### config.mk
export PLATFORM = sky130hd
export DESIGN_NAME = bnn_layer_seq
export DESIGN_NICKNAME = d
export VERILOG_FILES = /design/src/rtl/bnn_pkg.sv /design/src/rtl/bnn_act_collector.sv /design/src/rtl/bnn_layer_seq.sv
export SDC_FILE = /design/constraint.sdc
export NUM_CORES = 1
export LEC_CHECK = 0
export CORE_MARGIN = 2
export CORE_UTILIZATION = 43
export CTS_CLUSTER_DIAMETER = 120
export CTS_CLUSTER_SIZE = 30
export DETAILED_ROUTE_END_ITERATION = 8
export PLACE_DENSITY = 0.75
export SYNTH_ARGS = -nofsm -noshare
export SYNTH_HDL_FRONTEND = slang
export SYNTH_SLANG_ARGS = --single-unit
### constraint.sdc
create_clock -name clk -period 1.3 [get_ports clk]
set_input_delay 0.26 -clock clk [delete_from_list [all_inputs] [get_ports clk]]
set_output_delay 0.26 -clock clk [all_outputs]
set_load 0.01 [all_outputs]
### src/rtl/bnn_pkg.sv
// Shared types for the binarised-layer sequencer.
// Used by bnn_layer_seq and bnn_act_collector.
package bnn_pkg;

   typedef enum logic [1:0] {
      IDLE,
      RUN,
      DONE
   } bnn_seq_state_t;

   localparam int BNN_X_W = 4;
   localparam int BNN_W_W = 4;
   localparam int BNN_B_W = 4;

   typedef struct packed {
      logic [3:0] bias;
      logic [3:0] weight;
   } bnn_wbyte_t;

endpackage

### src/rtl/bnn_act_collector.sv
// Gathers neuron result bits into the layer output vector.
// Optional running popcount when BNN_LAYER_POPCNT_EN is defined.
module bnn_act_collector
   import bnn_pkg::*;
#(
   parameter int N_NEURONS = 8,
   localparam int CW = $clog2(N_NEURONS + 1)
) (
   input  logic                 clk,
   input  logic                 rst_n,
   input  logic                 clr_i,
   input  logic                 cap_i,
   input  logic                 bit_i,
   output logic [N_NEURONS-1:0] act_o,
`ifdef BNN_LAYER_POPCNT_EN
   output logic [CW-1:0]        popcnt_o,
`endif
   output logic [CW-1:0]        cnt_o
);

   logic [N_NEURONS-1:0] act_q, act_d;
   logic [CW-1:0]        cnt_q, cnt_d;
   logic                 cap_ok;

   // the counter saturates at N_NEURONS, so a stray strobe cannot wrap
   assign cap_ok = cap_i && (cnt_q < CW'(N_NEURONS));

   always_comb begin
      act_d = act_q;
      cnt_d = cnt_q;
      if (clr_i) begin
         act_d = '0;
         cnt_d = '0;
      end else if (cap_ok) begin
         for (int i = 0; i < N_NEURONS; i++) begin
            if (cnt_q == CW'(i)) act_d[i] = bit_i;
         end
         cnt_d = cnt_q + 1'b1;
      end
   end

   always_ff @(posedge clk or negedge rst_n) begin
      if (!rst_n) begin
         act_q <= '0;
         cnt_q <= '0;
      end else begin
         act_q <= act_d;
         cnt_q <= cnt_d;
      end
   end

`ifdef BNN_LAYER_POPCNT_EN
   logic [CW-1:0] pop_q, pop_d;

   always_comb begin
      pop_d = pop_q;
      if (clr_i) pop_d = '0;
      else if (cap_ok) pop_d = pop_q + CW'(bit_i);
   end

   always_ff @(posedge clk or negedge rst_n) begin
      if (!rst_n) pop_q <= '0;
      else        pop_q <= pop_d;
   end

   assign popcnt_o = pop_q;
`endif

   assign act_o = act_q;
   assign cnt_o = cnt_q;

endmodule

### src/rtl/bnn_layer_seq.sv
// Streams one binarised layer through a single XNOR/popcount/bias neuron.
// Define BNN_LAYER_POPCNT_EN to add the out_popcnt output.
module bnn_layer_seq
   import bnn_pkg::*;
#(
   parameter int N_NEURONS = 8,
   localparam int CW = $clog2(N_NEURONS + 1)
) (
   input  logic                 clk,
   input  logic                 rst_n,
   input  logic                 in_valid,
   output logic                 in_ready,
   input  logic [BNN_X_W-1:0]   in_x,
   input  logic                 w_valid,
   output logic                 w_ready,
   input  logic [7:0]           w_data,
   output logic [BNN_X_W-1:0]   neu_x,
   output logic [BNN_W_W-1:0]   neu_w,
   output logic [BNN_B_W-1:0]   neu_b,
   input  logic                 neu_result,
   output logic                 out_valid,
   input  logic                 out_ready,
`ifdef BNN_LAYER_POPCNT_EN
   output logic [CW-1:0]        out_popcnt,
`endif
   output logic [N_NEURONS-1:0] out_act
);

   bnn_seq_state_t state_q, state_d;

   logic [BNN_X_W-1:0] neu_x_q, neu_x_d;
   logic [BNN_W_W-1:0] neu_w_q, neu_w_d;
   logic [BNN_B_W-1:0] neu_b_q, neu_b_d;
   logic [CW-1:0]      issue_q, issue_d;
   logic               pend_q, pend_d;

   logic               cap;
   logic               clr;
   logic [CW-1:0]      cap_cnt;
   bnn_wbyte_t         wb;

   assign wb = bnn_wbyte_t'(w_data);

   always_comb begin
      state_d   = state_q;
      neu_x_d   = neu_x_q;
      neu_w_d   = neu_w_q;
      neu_b_d   = neu_b_q;
      issue_d   = issue_q;
      pend_d    = pend_q;
      in_ready  = 1'b0;
      w_ready   = 1'b0;
      out_valid = 1'b0;
      cap       = 1'b0;
      clr       = 1'b0;
      unique case (state_q)
         IDLE: begin
            in_ready = 1'b1;
            if (in_valid) begin
               neu_x_d = in_x;
               issue_d = '0;
               pend_d  = 1'b0;
               clr     = 1'b1;
               state_d = RUN;
            end
         end
         RUN: begin
            w_ready = issue_q < CW'(N_NEURONS);
            // result of last cycle's issue is on neu_result now
            cap    = pend_q;
            pend_d = 1'b0;
            if (w_valid && w_ready) begin
               neu_w_d = wb.weight;
               neu_b_d = wb.bias;
               pend_d  = 1'b1;
               issue_d = issue_q + 1'b1;
            end
            if (cap_cnt == CW'(N_NEURONS)) state_d = DONE;
         end
         DONE: begin
            out_valid = 1'b1;
            if (out_ready) state_d = IDLE;
         end
         default: state_d = IDLE;
      endcase
   end

   always_ff @(posedge clk or negedge rst_n) begin
      if (!rst_n) begin
         state_q <= IDLE;
         neu_x_q <= '0;
         neu_w_q <= '0;
         neu_b_q <= '0;
         issue_q <= '0;
         pend_q  <= 1'b0;
      end else begin
         state_q <= state_d;
         neu_x_q <= neu_x_d;
         neu_w_q <= neu_w_d;
         neu_b_q <= neu_b_d;
         issue_q <= issue_d;
         pend_q  <= pend_d;
      end
   end

   bnn_act_collector #(
      .N_NEURONS(N_NEURONS)
   ) u_coll (
      .clk     (clk),
      .rst_n   (rst_n),
      .clr_i   (clr),
      .cap_i   (cap),
      .bit_i   (neu_result),
      .act_o   (out_act),
`ifdef BNN_LAYER_POPCNT_EN
      .popcnt_o(out_popcnt),
`endif
      .cnt_o   (cap_cnt)
   );

   assign neu_x = neu_x_q;
   assign neu_w = neu_w_q;
   assign neu_b = neu_b_q;

endmodule

==> flow_summary.ini, run 1 <==
[sta]
timing.final.crit_period_ns = 1.51
clock_skew_ns = 0.00786
layout_setup_ws_ns = -0.213
fmax_mhz = 661
finalSetupTns_ns = -3.66
finalHoldWorstSlack_ns = 0.277
finalCritPeriodShare_pct = 116
setup_viol = 32
rsz0062_at_grt = yes
relSlewSlack_pct = 68.6
tightestPinTransition_ns = 0.472
finalMaxSlewViolations = 0
hold_violations = 0

[synth]
synth_top_cell_by_area = dfrtp_1
synth_ff_type = dfrtp_1
synth_fp_nets = 148
synth_common_cells = dfrtp_1, nand2_1, mux2i_1
synthTopCellsByArea = dfrtp_1, mux2i_1, nand2_1
syn_inst = 125
synth-edff-count = 0
ys_seq_elements = 31
synth_cell_type_count = 33
async_reset_ff_share_pct = 100
yosysWarningCount = 0
syn_area_um2 = 1500
synth_top_area_share_pct = 51.6
synth-seq-area-share_pct = 51.6
yosysMostFrequentCell = dfrtp_1
syn_area_per_cell_um2 = 12.0

[worst_setup_path]
worstSetupStartpointType = flip-flop
cp_cell_sequence = buf_6 > buf_6 > nand4bb_4 > or3_4 > mux2i_1
cp_common_cell = buf_6
crit_type = flip-flop to flip-flop
crit_buf_inv = 2
reg2reg_depth = 5
crit_slowest_cell = dfrtp_1
crit_path_max_incr_delay_ns = 0.42
rr_startpoint = state_q[1]$_DFFE_PN0P_
reg2reg_to = u_coll.act_o[3]$_DFFE_PN0P_
cp-end-kind = flip-flop
cp_top_family = simple AND/OR/NAND/NOR gates
cp_max_fo = 4
crit_arrival_ns = 1.74
required_ns = 1.52
rrSetupSlack_ns = -0.21

[route]
wl_per_cell_um = 14.5
firstDrtPassIters = 4
wl_met1_mm = 1.43
routed_wl_mm = 3.45
wl_met2_mm = 1.81
highest_layer = met4
drc = 0
vias = 1187
wl_met3_um = 128
ant_nets = 0
routed_via_density = 5.01
drt-initial-drc-count = 16

[clock_tree]
cts_buffers = 5
htree_levels = 2
cts-root-buf = clkbuf_4
cts_sinks = 31
clk_pin_slew_ns = 0.10
cts_buffer_depth = 2
cts_tree = done
insertion_delay_ns = 0.33

[floorplanning]
rows = 21
die_area_um2 = 3980
dieHeight_um = 63.1
pin_count = 41
initial_core_util_pct = 45.0
die_x_um = 63.1
core_um2 = 3340

[final_layout]
multiInputGateArea_um2 = 736
utilization_pct = 67.8
regArea_um2 = 776
drive_gt1_share_pct = 37.2
area_delta_synth_final_pct = 50.6
fin_cells = 237
antenna_cells = 0
fillers = 270
fin_nets = 213

[global_routing]
grt_max_degree = 32
gr-total-overflow = 0
grt_usage_pct = 19.0
grt_pass1_wl_mm = 5.77
grt_antenna_before_repair = 0
grt_pass1_vias = 1229

[power]
p_per_area_nw_per_um2 = 2200
p_leak_nw = 1.08
peakVddDrop_mv = 1.25
total_power_mw = 4.99

[place]
port_buffers = 40
gp_congestion = 0.818
post-place-cells = 216
dp_hpwl_mm = 2.35

[run_status]
violations = setup timing
outcome = complete, but fails checks

[worst_hold_path]
hp-class = input pin to async pin

[flow_run]
drv_cap = 0
[registers in the layout (all words and copies together) (netlist names)]
| register | count |
|---|---|
| issue_q | 4 |
| neu_b | 4 |
| neu_w | 4 |
| neu_x | 4 |
| pend_q | 1 |
| state_q | 2 |
| u_coll.act_o | 8 |
| u_coll.cnt_o | 4 |
[worst reg2reg max path: cells and delay by family, from the launching register on]
family	cells	cell delay, ns
and+or+nand+nor	2	0.59
buffers and inverters	2	0.26
muxes	1	0.13
DFF	1	0.42
[power breakdown]
part / total (mW) / internal [mW] / switching [mW] / leakage (nW)
registers: 1.75 / 1.41 / 0.348 / 0.386
logic: 2.59 / 1.49 / 1.10 / 0.653
clock network: 0.641 / 0.318 / 0.323 / 0.0386
total: 4.99 / 3.22 / 1.77 / 1.08
[how the worst max path moves through the flow]
stage	start	to	slack, ns	depth (start not counted)
floorplan	state_q[1]$_DFFE_PN0P_	neu_b[3]$_DFFE_PN0P_	-0.12	5
global placement	w_valid	neu_b[2]$_DFFE_PN0P_	-0.30	3
detailed placement	w_valid	issue_q[0]$_DFFE_PN0P_	-0.33	4
CTS	state_q[1]$_DFFE_PN0P_	u_coll.act_o[3]$_DFFE_PN0P_	-0.20	5
global route	state_q[1]$_DFFE_PN0P_	u_coll.act_o[3]$_DFFE_PN0P_	-0.26	5
finish	state_q[1]$_DFFE_PN0P_	u_coll.act_o[3]$_DFFE_PN0P_	-0.21	5
[stage by stage]
| stage | worst slack, ns | instance area (um2) |
|---|---|---|
| detailed placement | -0.328 | 1990 |
| floorplan | -0.117 | 1510 |
| CTS | -0.197 | 2090 |
| global placement | -0.303 | 1990 |
| finish | -0.213 | 2260 |
| global route | -0.261 | 2260 |
[kinds of logic (layout without fill, tap and decap cells)]
group	count (synthesis)	after routing	synth area share (%)
AO/OA/AOI/OAI	11	11	5.25
adder cells (fa/ha/maj)	5	5	4.16
buffers and inverters	11	77	5.83
flip-flops	31	31	51.6
multiplexers	18	18	14.0
AND/OR/NAND/NOR	49	49	19.2
[layer usage]
metal / vias to the layer above / GRT usage, %
li1: 558 / -
met1: 594 / 21.8
met2: 27 / 32.6
met3: 8 / 6.07
met4: 0 / 8.33
met5: - / 0
[placed cells by master (no fill, tap or decap), types with 2 or more instances in the layout]
cell,count
and4bb_4,2
ha_1,4
mux2_4,5
nor2b_4,2
dfrtp_1,31
buf_4,17
nand2_1,17
buf_2,3
buf_6,8
clkbuf_4,5
mux2_2,4
mux2i_1,9
clkbuf_8,2
clkdlybuf4s15_1,13
clkdlybuf4s50_1,17
nor3b_2,2
nand2b_1,2
nand3_2,5
inv_1,2
a22o_1,2
nand2_2,5
nor2_1,6
dlygate4sd2_1,7
o21ai_0,2
[timing repair]
item	in CTS	in global routing
pin swaps	4	9
buffers inserted	5	8
hold buffers	0	0
resized for setup	41	36
setup endpoints to repair	51	50
[area by class of cell]
cell class	instances	area share (%)
Timing Repair Buffer	66	27.1
Clock buffer	8	3.04
Tap cell	46	2.54
Multi-Input combinational cell	83	32.5
Inverter	3	0.498
Sequential cell	31	34.3
Power figures use the tool's default switching activity.
==> run 2: changes to the inputs <==
--- a/config.mk
+++ b/config.mk
@@ -5,12 +5,13 @@
 export SDC_FILE = /design/constraint.sdc
 export NUM_CORES = 1
 export LEC_CHECK = 0
+export ABC_AREA = 1
 export CORE_MARGIN = 2
-export CORE_UTILIZATION = 43
+export CORE_UTILIZATION = 30
 export CTS_CLUSTER_DIAMETER = 120
 export CTS_CLUSTER_SIZE = 30
 export DETAILED_ROUTE_END_ITERATION = 8
-export PLACE_DENSITY = 0.75
+export REMOVE_ABC_BUFFERS = 1
 export SYNTH_ARGS = -nofsm -noshare
 export SYNTH_HDL_FRONTEND = slang
 export SYNTH_SLANG_ARGS = --single-unit
==> run 2 against run 1 <==
  * The flow still finishes with violations (setup timing)
  * Fmax is 8.5% higher
  * Core utilization decreased by 19 points
  * Via count rose by 15%
  * Synthesized cell count grew 51%
  * Hold slack gained 0.059 ns
  * Critical path type is now flip-flop to output pin
  * Highest routed layer unchanged
==> flow_summary.ini, run 2 <==
[synth]
ys_seq_elements = 31
syn_inst = 189
synth_top_cell_by_area = dfrtp_1
syn_area_per_cell_um2 = 7.96
synth_cell_type_count = 20
synth_top_area_share_pct = 51.6
async_reset_ff_share_pct = 100
synthTopCellsByArea = dfrtp_1, nand2_1, inv_1
yosysMostFrequentCell = nand2_1
syn_area_um2 = 1500
yosysWarningCount = 0
synth_common_cells = nand2_1, dfrtp_1, inv_1
synth-seq-area-share_pct = 51.6
synth_ff_type = dfrtp_1
synth-edff-count = 0

[worst_setup_path]
crit_type = flip-flop to output pin
crit_path_max_incr_delay_ns = 0.39
cp_common_cell = buf_6
required_ns = 1.04
rrSetupSlack_ns = -0.05
rr_startpoint = state_q[1]$_DFFE_PN0P_
crit_arrival_ns = 1.13
cp_cell_sequence = buf_6 > buf_6 > nor2_4 > buf_6
reg2reg_to = u_coll.act_o[0]$_DFFE_PN0P_
crit_slowest_cell = dfrtp_1
cp-end-kind = output pin
worstSetupStartpointType = flip-flop
reg2reg_depth = 9
cp_max_fo = 2

[global_routing]
grt_pass1_vias = 1218
grt_pass1_wl_mm = 5.12
grt_max_degree = 32
gr-total-overflow = 0
grt_usage_pct = 12.0
grt_antenna_before_repair = 0

[run_status]
violations = setup timing
outcome = complete, but fails checks

[clock_tree]
cts_tree = done
insertion_delay_ns = 0.28
cts_hold_buf = 0
clk_pin_slew_ns = 0.06
cts_buffers = 5
cts-root-buf = clkbuf_8
cts_sinks = 31
cts_buffer_depth = 2
htree_levels = 2

[sta]
hold_violations = 0
rsz0062_at_grt = yes
finalMaxSlewViolations = 0
relSlewSlack_pct = 81.6
tightestPinTransition_ns = 0.276
finalCritPeriodShare_pct = 107
timing.final.crit_period_ns = 1.39
clock_skew_ns = 0.00149
layout_setup_ws_ns = -0.0948
setup_viol = 14
fmax_mhz = 717
finalSetupTns_ns = -0.461

[power]
p_per_area_nw_per_um2 = 2090
peakVddDrop_mv = 0.760
total_power_mw = 4.87
p_leak_nw = 1.23

[route]
drc = 0
firstDrtPassIters = 4
drt-initial-drc-count = 24
wl_per_cell_um = 10.2
routed_via_density = 4.27
ant_nets = 0
routed_wl_mm = 3.25
vias = 1361

[final_layout]
final_area_um2 = 2330
largest_reg_flops = 8
fin_nets = 275
drive_gt1_share_pct = 26.2
antenna_cells = 0
area_delta_synth_final_pct = 54.8
utilization_pct = 48.7
layout_common_cells = nand2_1, dfrtp_1, dlygate4sd2_1
final_common_cell = nand2_1

[floorplanning]
rows = 25
core_um2 = 4790
pin_count = 41
dieHeight_um = 74.8
die_x_um = 74.8
die_area_um2 = 5600
initial_core_util_pct = 31.4

[worst_hold_path]
hp-class = input pin to async pin

[place]
placed_cell_area_um2 = 2070
place_ws_ns = -0.178
gp_congestion = 0.782
port_buffers = 40
dp_hpwl_mm = 2.27

[flow_run]
drv_cap = 0
run 2: per-stage QoR:
step | instances | hold WS (ns)
2_1_floorplan | 185 | -0.0356
3_3_place_gp | 305 | 0.454
3_5_place_dp | 305 | 0.460
4_1_cts | 313 | 0.332
5_1_grt | 319 | 0.355
6_report | 319 | 0.336
run 2: where the power goes:
| part | internal (mW) | switching, mW | leakage, nW |
|---|---|---|---|
| sequential | 1.38 | 0.333 | 0.390 |
| combinational | 1.14 | 1.25 | 0.794 |
| clock | 0.414 | 0.348 | 0.0470 |
| total | 2.94 | 1.93 | 1.23 |
run 2: per-layer routing:
layer / up-vias / global-route usage (%) / share of wire (%)
met5: - / 0 / 0
met4: 0 / 4.76 / 1.6
met3: 6 / 4.82 / 6.6
met2: 33 / 20.0 / 50
met1: 609 / 13.9 / 42
li1: 713 / - / -
run 2: final cells by class:
cell class / count / area, um2
Clock buffer: 6 / 82.6
Clock inverter: 1 / 5.00
Fill cell: 475 / 2460
Inverter: 20 / 82.6
Multi-Input combinational cell: 134 / 733
Sequential cell: 31 / 778
Tap cell: 67 / 83.8
Timing Repair Buffer: 60 / 563
run 2: cell families after synthesis:
family	after synthesis	synth area share [%]
AOI/OAI and AO/OA	8	2.75
xor gates and xnor gates	2	1.16
DFF	31	51.6
adders and majority gates	5	4.16
buffers and inverters	24	6.91
and+or+nand+nor	119	33.4
run 2: worst max path at each step:
stage                                      start                          end  slack, ns  cells after the start
after floorplan           state_q[0]$_DFFE_PN0P_  u_coll.act_o[0]$_DFFE_PN0P_      -0.04                      6
after global placement    state_q[0]$_DFFE_PN0P_                     in_ready      -0.15                      3
after detailed placement                 w_valid         neu_w[0]$_DFFE_PN0P_      -0.18                      7
after CTS                 state_q[1]$_DFFE_PN0P_                      w_ready      -0.13                      5
after global routing      state_q[1]$_DFFE_PN0P_                      w_ready      -0.16                      5
final                     state_q[1]$_DFFE_PN0P_                     in_ready      -0.09                      4
run 2: timing repair:
action,CTS,global route
pin swaps,2,18
gates resized for setup,42,45
buffers inserted,1,5
cloned,0,1
setup endpoints to repair,31,16
run 2: critical path, delay by kind of cell, from the launching register on:
| family | cells | cell delay [ns] |
|---|---|---|
| simple gates | 1 | 0.11 |
| buf+inv | 3 | 0.36 |
| flops | 1 | 0.39 |
==> run 3: changes to the inputs <==
--- a/config.mk
+++ b/config.mk
@@ -7,10 +7,11 @@
 export LEC_CHECK = 0
 export ABC_AREA = 1
 export CORE_MARGIN = 2
-export CORE_UTILIZATION = 30
+export CORE_UTILIZATION = 43
 export CTS_CLUSTER_DIAMETER = 120
 export CTS_CLUSTER_SIZE = 30
 export DETAILED_ROUTE_END_ITERATION = 8
+export PLACE_DENSITY = 0.75
 export REMOVE_ABC_BUFFERS = 1
 export SYNTH_ARGS = -nofsm -noshare
 export SYNTH_HDL_FRONTEND = slang
==> run 3 against run 2 <==
  * Count of clock-buffer cells in the layout increased by 1
  * The flow still finishes with violations (setup timing)
  * Worst setup slack got worse by 0.12 ns
  * Clock skew increased by 0.010 ns
  * Largest cell class is now multi-input gates
  * Cell area increased by 6.7%
  * Total power increased by 9.4%
  * Non-clock buffer count increased by 13
  * Global-route usage increased by 8.2 points
  * Die area decreased by 29%
  * First-iteration DRC count increased to 2.7 times the previous value
  * Wire length increased by 34%
  * Sequential share of layout area decreased by 2.1 points
==> flow_summary.ini, run 3 (synthesized netlist as in run 2, its figures left out) <==
[clock_tree]
cts_tree = done
cts_buffers = 5
cts-root-buf = clkbuf_4
cts_buffer_depth = 2
clk_pin_slew_ns = 0.10
insertion_delay_ns = 0.35
cts_sinks = 31
htree_levels = 2

[sta]
tightestPinTransition_ns = 0.366
clock_skew_ns = 0.0117
hold_violations = 0
relSlewSlack_pct = 75.6
finalMaxSlewViolations = 0
setup_viol = 14
finalCritPeriodShare_pct = 117
layout_setup_ws_ns = -0.217
rsz0062_at_grt = yes
timing.final.crit_period_ns = 1.52
fmax_mhz = 659

[floorplanning]
rows = 21
dieHeight_um = 63.1
die_x_um = 63.1
core_um2 = 3340
initial_core_util_pct = 45.1
die_area_um2 = 3990
pin_count = 41

[final_layout]
fillers = 248
fin_cells = 312
antenna_cells = 0
utilization_pct = 74.4
layout_common_cells = nand2_1, dfrtp_1, buf_4
final_area_um2 = 2480
largest_reg_flops = 8
drive_gt1_share_pct = 33.1
final_common_cell = nand2_1
area_delta_synth_final_pct = 65.1
fin_nets = 288

[worst_setup_path]
cp-end-kind = output pin
crit_arrival_ns = 1.26
reg2reg_to = u_coll.act_o[5]$_DFFE_PN0P_
rrSetupSlack_ns = -0.10
rr_startpoint = state_q[1]$_DFFE_PN0P_
required_ns = 1.04
reg2reg_depth = 9
crit_path_max_incr_delay_ns = 0.40
cp_cell_sequence = buf_6 > nor2_4 > inv_2 > nor2_1 > buf_2
cp_max_fo = 2
crit_type = flip-flop to output pin
worstSetupStartpointType = flip-flop
crit_slowest_cell = dfrtp_1

[place]
dp_hpwl_mm = 2.41
placed_cell_area_um2 = 2070
gp_congestion = 0.792
post-place-cells = 287
port_buffers = 40
place_ws_ns = -0.162

[route]
ant_nets = 0
drt-initial-drc-count = 65
routed_wl_mm = 4.35
drc = 0
vias = 1521
wl_per_cell_um = 14.0
routed_via_density = 4.88
firstDrtPassIters = 4

[worst_hold_path]
hp-class = input pin to async pin

[power]
p_seq_share_pct = 32.5
cellInternalPower_mw = 3.06
p_leak_nw = 1.26
p_sw_share_pct = 42.7
total_power_mw = 5.33
power_switching_mw = 2.27
peakVddDrop_mv = 1.17
power_frac_clock_pct = 10.5
p_comb_share_pct = 57.0
p_per_area_nw_per_um2 = 2150

[global_routing]
grt_pass1_vias = 1426
gr-total-overflow = 0
grt_pass1_wl_mm = 6.22
grt_antenna_before_repair = 0
grt_max_degree = 32
grt_usage_pct = 20.2

[run_status]
outcome = complete, but fails checks
violations = setup timing

[flow_run]
drv_cap = 0
run 3: changes by cell type in the layout (fill, tap and decap cells not counted), sizes merged:
cell | before | now
buf | 23 | 35
dlygate4sd2 | 20 | 3
clkbuf | 6 | 9
clkdlybuf4s15 | 0 | 16
run 3: power by group through the flow:
stage / clock (mW) / sequential (mW) / combinational, mW
global route: 0.620 / 1.78 / 3.31
floorplan: 0 / 1.80 / 1.02
global placement: 0 / 1.68 / 2.25
detailed placement: 0 / 1.68 / 2.32
finish: 0.558 / 1.73 / 3.04
CTS: 0.558 / 1.67 / 2.25
run 3: layout make-up:
type	count	area, um2	share of cell area (%)
inverter	20	85.1	3.43
timing repair buffer	73	698	28.1
clock buffer	7	45.0	1.81
tap	46	57.6	2.32
clock inverter	1	5.00	0.202
multi-input combinational	134	815	32.8
sequential	31	778	31.3
run 3: worst max-delay path by stage:
stage                                        endpoint  slack [ns]              startpoint  cells after the start
after floorplan           u_coll.act_o[0]$_DFFE_PN0P_       -0.04  state_q[0]$_DFFE_PN0P_                      6
after global placement                       in_ready       -0.15  state_q[0]$_DFFE_PN0P_                      3
after detailed placement                      w_ready       -0.16  state_q[1]$_DFFE_PN0P_                      4
after CTS                                     w_ready       -0.16  state_q[1]$_DFFE_PN0P_                      5
after global routing                          w_ready       -0.25  state_q[1]$_DFFE_PN0P_                      5
final                                         w_ready       -0.22  state_q[1]$_DFFE_PN0P_                      5
run 3: repair_timing:
item / CTS / global route
buffers inserted: 1 / 15
setup endpoints to repair: 40 / 53
gates resized for setup: 51 / 71
cloned: 0 / 1
hold buffers: 0 / 0
pin swaps: 4 / 18
run 3: metrics by stage:
stage | hold WS, ns | TNS, ns
final | 0.266 | -0.998
after global routing | 0.266 | -2.28
after floorplan | -0.0356 | -0.184
after CTS | 0.274 | -0.270
after global placement | 0.454 | -2.06
after detailed placement | 0.460 | -2.71
run 3: routing by layer:
metal  up-vias  share of wire (%)  wire length (um)  GRT usage, %
met4         0                2.2                95          8.33
met3        13                6.0               263          6.61
met5         -                  0                 0             0
met2        52                 54              2350          35.8
met1       718                 38              1650          22.1
li1        738                  -                 -             -
run 3: worst max-delay path: cells and delay by family, from the launching register on:
kind | cells | cell delay (ns)
DFF | 1 | 0.40
buffers and inverters | 3 | 0.33
and+or+nand+nor | 2 | 0.19
